## src/rtl/id_ex_if.sv

```systemverilog
// ID/EX stage bus: decoded ID fields and forwarding inputs toward the stage, ALU operands back out.
interface id_ex_if #(parameter int WIDTH = 32);
  logic             stall;
  logic             flush;
  logic             idValid;
  logic [4:0]       idRs;
  logic [4:0]       idRt;
  logic [WIDTH-1:0] idRsData;
  logic [WIDTH-1:0] idRtData;
  logic [15:0]      idImm;
  logic [4:0]       idShamt;
  logic [5:0]       idFunct;
  logic [1:0]       idAluOp;
  logic             idAluSrc;
  logic             exMemRegWrite;
  logic [4:0]       exMemRd;
  logic [WIDTH-1:0] exMemResult;
  logic             memWbRegWrite;
  logic [4:0]       memWbRd;
  logic [WIDTH-1:0] memWbResult;
  logic [WIDTH-1:0] in1;
  logic [WIDTH-1:0] in2;
  logic [3:0]       opCode;
  logic [4:0]       shiftAmt;
  logic             exValid;
  logic             illegalOp;

  modport master (
    output stall, flush, idValid, idRs, idRt, idRsData, idRtData, idImm, idShamt,
           idFunct, idAluOp, idAluSrc, exMemRegWrite, exMemRd, exMemResult,
           memWbRegWrite, memWbRd, memWbResult,
    input  in1, in2, opCode, shiftAmt, exValid, illegalOp
  );

  modport slave (
    input  stall, flush, idValid, idRs, idRt, idRsData, idRtData, idImm, idShamt,
           idFunct, idAluOp, idAluSrc, exMemRegWrite, exMemRd, exMemResult,
           memWbRegWrite, memWbRd, memWbResult,
    output in1, in2, opCode, shiftAmt, exValid, illegalOp
  );
endinterface

```

## src/rtl/id_ex_stage.sv

```systemverilog
// ID/EX pipeline register with ALU opCode decode and EX/MEM, MEM/WB operand forwarding.
module id_ex_stage #(
  parameter int WIDTH = 32
) (
  input logic   clk,
  input logic   rst_n,
  id_ex_if.slave bus
);

  typedef struct packed {
    logic             valid;
    logic [4:0]       rs;
    logic [4:0]       rt;
    logic [WIDTH-1:0] rs_data;
    logic [WIDTH-1:0] rt_data;
    logic [15:0]      imm;
    logic             alu_src;
    logic             is_shift;
    logic             zext;
    logic [3:0]       op;
    logic [4:0]       shamt;
    logic             illegal;
  } stage_t;

  stage_t stage_q, stage_d, id_fields;

  always_comb begin
    id_fields          = '0;
    id_fields.valid    = 1'b1;
    id_fields.rs       = bus.idRs;
    id_fields.rt       = bus.idRt;
    id_fields.rs_data  = bus.idRsData;
    id_fields.rt_data  = bus.idRtData;
    id_fields.imm      = bus.idImm;
    id_fields.alu_src  = bus.idAluSrc;
    case (bus.idAluOp)
      2'b00: id_fields.op = 4'b0010;
      2'b01: id_fields.op = 4'b0110;
      2'b11: id_fields.op = 4'b0001;
      default: begin
        case (bus.idFunct)
          6'b100000: id_fields.op = 4'b0010;
          6'b100010: id_fields.op = 4'b0110;
          6'b100100: id_fields.op = 4'b0000;
          6'b100101: id_fields.op = 4'b0001;
          6'b100111: id_fields.op = 4'b1100;
          6'b101010: id_fields.op = 4'b0111;
          6'b000000: begin
            id_fields.op       = 4'b0100;
            id_fields.is_shift = 1'b1;
          end
          6'b000010: begin
            id_fields.op       = 4'b0101;
            id_fields.is_shift = 1'b1;
          end
          default: begin
            id_fields.op      = 4'b0000;
            id_fields.illegal = 1'b1;
          end
        endcase
      end
    endcase
    // Only ori zero-extends; an R-type or shares opCode 0001 but keeps sign extension.
    id_fields.zext  = (id_fields.op == 4'b0001) && (bus.idAluOp == 2'b11);
    id_fields.shamt = id_fields.is_shift ? bus.idShamt : 5'd0;
  end

  always_comb begin
    stage_d = stage_q;
    if (bus.flush || (!bus.stall && !bus.idValid)) begin
      stage_d = '0;
    end else if (!bus.stall) begin
      stage_d = id_fields;
    end
  end

  always_ff @(posedge clk or negedge rst_n) begin
    if (!rst_n) begin
      stage_q <= '0;
    end else begin
      stage_q <= stage_d;
    end
  end

  function automatic logic [WIDTH-1:0] forward(input logic [4:0] r, input logic [WIDTH-1:0] stored);
    if (bus.exMemRegWrite && (bus.exMemRd != 5'd0) && (bus.exMemRd == r)) begin
      return bus.exMemResult;
    end else if (bus.memWbRegWrite && (bus.memWbRd != 5'd0) && (bus.memWbRd == r)) begin
      return bus.memWbResult;
    end
    return stored;
  endfunction

  logic [WIDTH-1:0] fwd_rs, fwd_rt, imm_ext;

  assign fwd_rs  = forward(stage_q.rs, stage_q.rs_data);
  assign fwd_rt  = forward(stage_q.rt, stage_q.rt_data);
  assign imm_ext = stage_q.zext ? {{(WIDTH-16){1'b0}}, stage_q.imm}
                                : {{(WIDTH-16){stage_q.imm[15]}}, stage_q.imm};

  assign bus.in1       = stage_q.is_shift ? fwd_rt : fwd_rs;
  assign bus.in2       = stage_q.alu_src ? imm_ext : fwd_rt;
  assign bus.opCode    = stage_q.op;
  assign bus.shiftAmt  = stage_q.shamt;
  assign bus.exValid   = stage_q.valid;
  assign bus.illegalOp = stage_q.illegal;

endmodule

```

## src/flat_wrapper.sv

```systemverilog
// flat-port wrapper written by rule: the top's interface ports become plain ports
module id_ex_stage_flat 
#(
  parameter int WIDTH = 32
)
  (clk, rst_n, bus_stall, bus_flush, bus_idValid, bus_idRs, bus_idRt, bus_idRsData, bus_idRtData, bus_idImm, bus_idShamt, bus_idFunct, bus_idAluOp, bus_idAluSrc, bus_exMemRegWrite, bus_exMemRd, bus_exMemResult, bus_memWbRegWrite, bus_memWbRd, bus_memWbResult, bus_in1, bus_in2, bus_opCode, bus_shiftAmt, bus_exValid, bus_illegalOp);
  id_ex_if #(.WIDTH(WIDTH)) bus_i ();
  input logic clk;
  input logic rst_n;
  input wire logic [$bits(bus_i.stall)-1:0] bus_stall;
  input wire logic [$bits(bus_i.flush)-1:0] bus_flush;
  input wire logic [$bits(bus_i.idValid)-1:0] bus_idValid;
  input wire logic [$bits(bus_i.idRs)-1:0] bus_idRs;
  input wire logic [$bits(bus_i.idRt)-1:0] bus_idRt;
  input wire logic [$bits(bus_i.idRsData)-1:0] bus_idRsData;
  input wire logic [$bits(bus_i.idRtData)-1:0] bus_idRtData;
  input wire logic [$bits(bus_i.idImm)-1:0] bus_idImm;
  input wire logic [$bits(bus_i.idShamt)-1:0] bus_idShamt;
  input wire logic [$bits(bus_i.idFunct)-1:0] bus_idFunct;
  input wire logic [$bits(bus_i.idAluOp)-1:0] bus_idAluOp;
  input wire logic [$bits(bus_i.idAluSrc)-1:0] bus_idAluSrc;
  input wire logic [$bits(bus_i.exMemRegWrite)-1:0] bus_exMemRegWrite;
  input wire logic [$bits(bus_i.exMemRd)-1:0] bus_exMemRd;
  input wire logic [$bits(bus_i.exMemResult)-1:0] bus_exMemResult;
  input wire logic [$bits(bus_i.memWbRegWrite)-1:0] bus_memWbRegWrite;
  input wire logic [$bits(bus_i.memWbRd)-1:0] bus_memWbRd;
  input wire logic [$bits(bus_i.memWbResult)-1:0] bus_memWbResult;
  output wire logic [$bits(bus_i.in1)-1:0] bus_in1;
  output wire logic [$bits(bus_i.in2)-1:0] bus_in2;
  output wire logic [$bits(bus_i.opCode)-1:0] bus_opCode;
  output wire logic [$bits(bus_i.shiftAmt)-1:0] bus_shiftAmt;
  output wire logic [$bits(bus_i.exValid)-1:0] bus_exValid;
  output wire logic [$bits(bus_i.illegalOp)-1:0] bus_illegalOp;
  assign bus_i.stall = bus_stall;
  assign bus_i.flush = bus_flush;
  assign bus_i.idValid = bus_idValid;
  assign bus_i.idRs = bus_idRs;
  assign bus_i.idRt = bus_idRt;
  assign bus_i.idRsData = bus_idRsData;
  assign bus_i.idRtData = bus_idRtData;
  assign bus_i.idImm = bus_idImm;
  assign bus_i.idShamt = bus_idShamt;
  assign bus_i.idFunct = bus_idFunct;
  assign bus_i.idAluOp = bus_idAluOp;
  assign bus_i.idAluSrc = bus_idAluSrc;
  assign bus_i.exMemRegWrite = bus_exMemRegWrite;
  assign bus_i.exMemRd = bus_exMemRd;
  assign bus_i.exMemResult = bus_exMemResult;
  assign bus_i.memWbRegWrite = bus_memWbRegWrite;
  assign bus_i.memWbRd = bus_memWbRd;
  assign bus_i.memWbResult = bus_memWbResult;
  assign bus_in1 = bus_i.in1;
  assign bus_in2 = bus_i.in2;
  assign bus_opCode = bus_i.opCode;
  assign bus_shiftAmt = bus_i.shiftAmt;
  assign bus_exValid = bus_i.exValid;
  assign bus_illegalOp = bus_i.illegalOp;
  id_ex_stage #(.WIDTH(WIDTH)) u_core (.clk(clk), .rst_n(rst_n), .bus(bus_i));
endmodule
```

## config.mk

```make
export PLATFORM = sky130hd
export DESIGN_NAME = id_ex_stage_flat
export DESIGN_NICKNAME = d
export VERILOG_FILES = /design/src/rtl/id_ex_if.sv /design/src/rtl/id_ex_stage.sv /design/src/flat_wrapper.sv
export SDC_FILE = /design/constraint.sdc
export NUM_CORES = 1
export LEC_CHECK = 0
export ABC_AREA = 0
export ABC_CLOCK_PERIOD_IN_PS = 3300
export CORE_UTILIZATION = 41
export CTS_CLUSTER_DIAMETER = 40
export CTS_CLUSTER_SIZE = 14
export DETAILED_ROUTE_END_ITERATION = 8
export PLACE_DENSITY = 0.79
export RECOVER_POWER = 100
export SYNTH_ARGS = -nofsm -noshare
export SYNTH_HDL_FRONTEND = slang
export SYNTH_SLANG_ARGS = --single-unit
```

## constraint.sdc

```tcl
create_clock -name clk -period 3.3 [get_ports clk]
set_input_delay 0.825 -clock clk [delete_from_list [all_inputs] [get_ports clk]]
set_output_delay 0.825 -clock clk [all_outputs]
set_load 0.01 [all_outputs]
```

==> impl_metrics.ini, run 1 <==
[timing]
slew_viol_final = 0
timing.final.ws_setup_ns = -0.495
finalCritPeriodShare_pct = 115
rsz0062_at_grt = true
finalHoldViolations = 0
fmax_mhz = 264
final-setup-viol-count = 64
relSlewSlack_pct = 10.8
tightest_slew_ns = 1.34
period_needed_ns = 3.79
clock_skew_ns = 0

[die]
core_area_sq_mm = 0.0160
fp.dieH_microns = 131
ios = 260
start_util_pct = 42.4
die_x_microns = 131
dieArea_sq_mm = 0.0171
rows = 46

[logic_synthesis]
synthTopCellsByCount = dfrtp_1, a22o_1, clkbuf_1
synth_area_leaders = dfrtp_1, a22o_1, or3_1
syn_inst = 705
synth-async-reset-ratio_pct = 100
synth_cell_types = 50
ys_ff_latch = 104
yosysTopAreaCell = dfrtp_1
syn_area_sq_mm = 0.00678
yosysMostFrequentCell = dfrtp_1
syn_nets = 890
synth_top_cell_area_share_pct = 38.4
ys.flop_type = dfrtp_1
yosysSeqAreaShare_pct = 38.4
yosys_warnings = 0
syn-mean-instance-area_sq_um = 9.62
synth-edff-count = 0

[critical_path]
required_ns = 2.47
reg2reg_depth = 2
crit_type = in -> out
startpoint = bus_exMemRd[4]
critPathMaxFanout = 22
start_kind = input pin
rr_startpoint = u_core.stage_q[11]
r2r_slack_ns = 2.34
arrival_ns = 2.97
end_kind = output pin

[power_and_ir_drop]
swShare_pct = 30.6
leakagePower_nw = 5.39
combPwrFrac_pct = 29.9
p_int_mw = 2.57
seqPwrFrac_pct = 36.7
power_mw = 3.71
p_switching_mw = 1.14
power_frac_clock_pct = 33.5
powerDensity_mw_per_mm2 = 305
ir_worst_vdd_uv = 287

[global_route]
antenna_found_initial = 8
grt_pass1_wl_mm = 51.7
first_global_vias = 8761
grt_overflow = 0
grt.total_usage_pct = 41.5
grt_max_degree = 104

[route]
drt-initial-drc-count = 1052
num_vias = 8832
remaining_drc_errors = 0
wl_mm = 37.2
firstDrtPassIters = 9
ant_nets = 0
wl_per_cell_microns = 29.4
viasPerCell = 6.98

[finish]
areaGrowthSynthToFinish_pct = 79.4
drive_above_1_share_pct = 35.7
nNetsFinal = 1222
layout.cells.non_filler = 1265
seqCellArea_sq_mm = 0.00260
nFillCells = 1029
multi_input_area_sq_mm = 0.00469

[placement]
port_buffers = 259
place.gp.congestion = 0.925
dp_hpwl_mm = 20.9
place_ws_ns = -1.09
placed_cells = 1184

[clock_tree]
cts_made_buffers = 9
insertion_delay_ns = 0.36
cts_buffer_depth = 2
cts_max_level = 3
clock-sinks = 104
clkTransAtPathRegs_ns = 0.08
tritoncts = done
holdBufCountCts = 0
clockRootBuffer = clkbuf_16

[worst_hold_path]
worstHoldStart = u_core.bus.illegalOp
worstHoldPathType = reg -> reg
hold_path_depth = 2

[flow_run]
maxCapViolCount = 0

[status]
violations = setup timing
status = complete, but fails checks
## worst max-delay path: stages
cell and delay, ns:
clkdlybuf4s15_1 0.24, xnor2_1 0.28, nand3_2 0.12, buf_4 0.24, buf_4 0.27, o41ai_1 0.49
a31oi_1 0.11, a41o_1 0.25, buf_2 0.14
## cells by family after synthesis
| logic type | Yosys count | share of synthesized area (%) |
|---|---|---|
| muxes | 7 | 1.16 |
| xor gates and xnor gates | 21 | 2.71 |
| and+or+nand+nor | 182 | 16.3 |
| AOI/OAI and AO/OA | 281 | 33.7 |
| buffers and inverters | 110 | 7.77 |
| DFF | 104 | 38.4 |
## state kept, by name, indices dropped and copies added, names as in the netlist
register / count
u_core.bus.illegalOp: 1
u_core.bus.shiftAmt: 5
u_core.bus.opCode: 4
u_core.bus.exValid: 1
u_core.stage_q: 93
## worst paths after layout
kind / endpoint
worst max-delay path: bus_in1[30]
worst min-delay path: u_core.bus.illegalOp
max in group asynchronous: u_core.stage_q[59]
min in group asynchronous: u_core.stage_q[80]
worst min register to register: u_core.bus.illegalOp
worst max register to register: u_core.stage_q[11]
## cell type report
| cell class | count | share of cell area [%] |
|---|---|---|
| Sequential cell | 104 | 21.4 |
| Clock inverter | 7 | 0.833 |
| Inverter | 19 | 0.586 |
| Timing Repair Buffer | 409 | 34.4 |
| Multi-Input combinational cell | 494 | 38.6 |
| Antenna cell | 7 | 0.144 |
| Clock buffer | 9 | 1.85 |
| Tap cell | 216 | 2.22 |
## per-layer routing
layer | routed length, microns | vias up | GRT usage [%]
li1 | - | 3521 | -
met1 | 13000 | 4241 | 48.5
met2 | 17000 | 838 | 67.1
met3 | 4420 | 232 | 11.4
met4 | 2740 | 0 | 27.0
met5 | 0 | - | 0
## through the flow
stage | TNS, ns | hold slack (ns) | util, % | instance area (sq um)
floorplan | -1.25 | 0.441 | - | 6860
global placement | -62.28 | 0.474 | 63.5 | 10200
detailed placement | -64.45 | 0.470 | 63.5 | 10200
CTS | -20.36 | 0.495 | 73.9 | 11800
global route | -24.16 | 0.523 | 76.0 | 12200
finish | -22.35 | 0.484 | 76.0 | 12200
## power groups by stage
stage          logic, mW  registers, mW  clock network, mW
2_1_floorplan      0.323           1.36                  0
3_3_place_gp       0.879           1.37                  0
3_5_place_dp       0.889           1.38                  0
4_1_cts             1.02           1.35               1.22
5_1_grt             1.15           1.36               1.29
6_report            1.11           1.36               1.24
## cells in the final DEF (no fill, tap or decap), types with 5 or more instances in the layout
cell type        count
o41ai_1             18
a32o_1              10
a22o_1              98
or3_1               50
or3_4                7
nand4_1             28
buf_16               8
o31ai_2             24
inv_1               19
mux2_4               7
diode_2              7
a21bo_1              5
buf_2               44
nor2_2               6
o31ai_1              8
and3_1              10
o31ai_4              9
a21o_1               8
a41o_1              15
xor2_1              12
and3_4               9
nor4_1              13
clkdlybuf4s50_1    170
nand2_1              9
buf_8               11
dfrtp_1            103
a31oi_4             17
buf_6               46
xnor2_1              5
buf_4               79
dlygate4sd3_1       12
clkbuf_16           10
a31oi_1             16
or2b_1              14
buf_12              23
a21oi_1             15
nor2_4               9
## repair_timing
item                       4_1_cts  5_1_grt
pin swaps                       60       31
gates cloned                    17        1
gates resized for setup        490       63
buffers inserted                32       18
setup endpoints to repair       64       64
Note: power is estimated with default switching activity, not from simulation.
==> run 2: changes to the inputs <==
CORE_MARGIN = 1   (was unset)
==> results of run 2 <==
No change in the layout: final DEF, timing and power equal those of run 1.
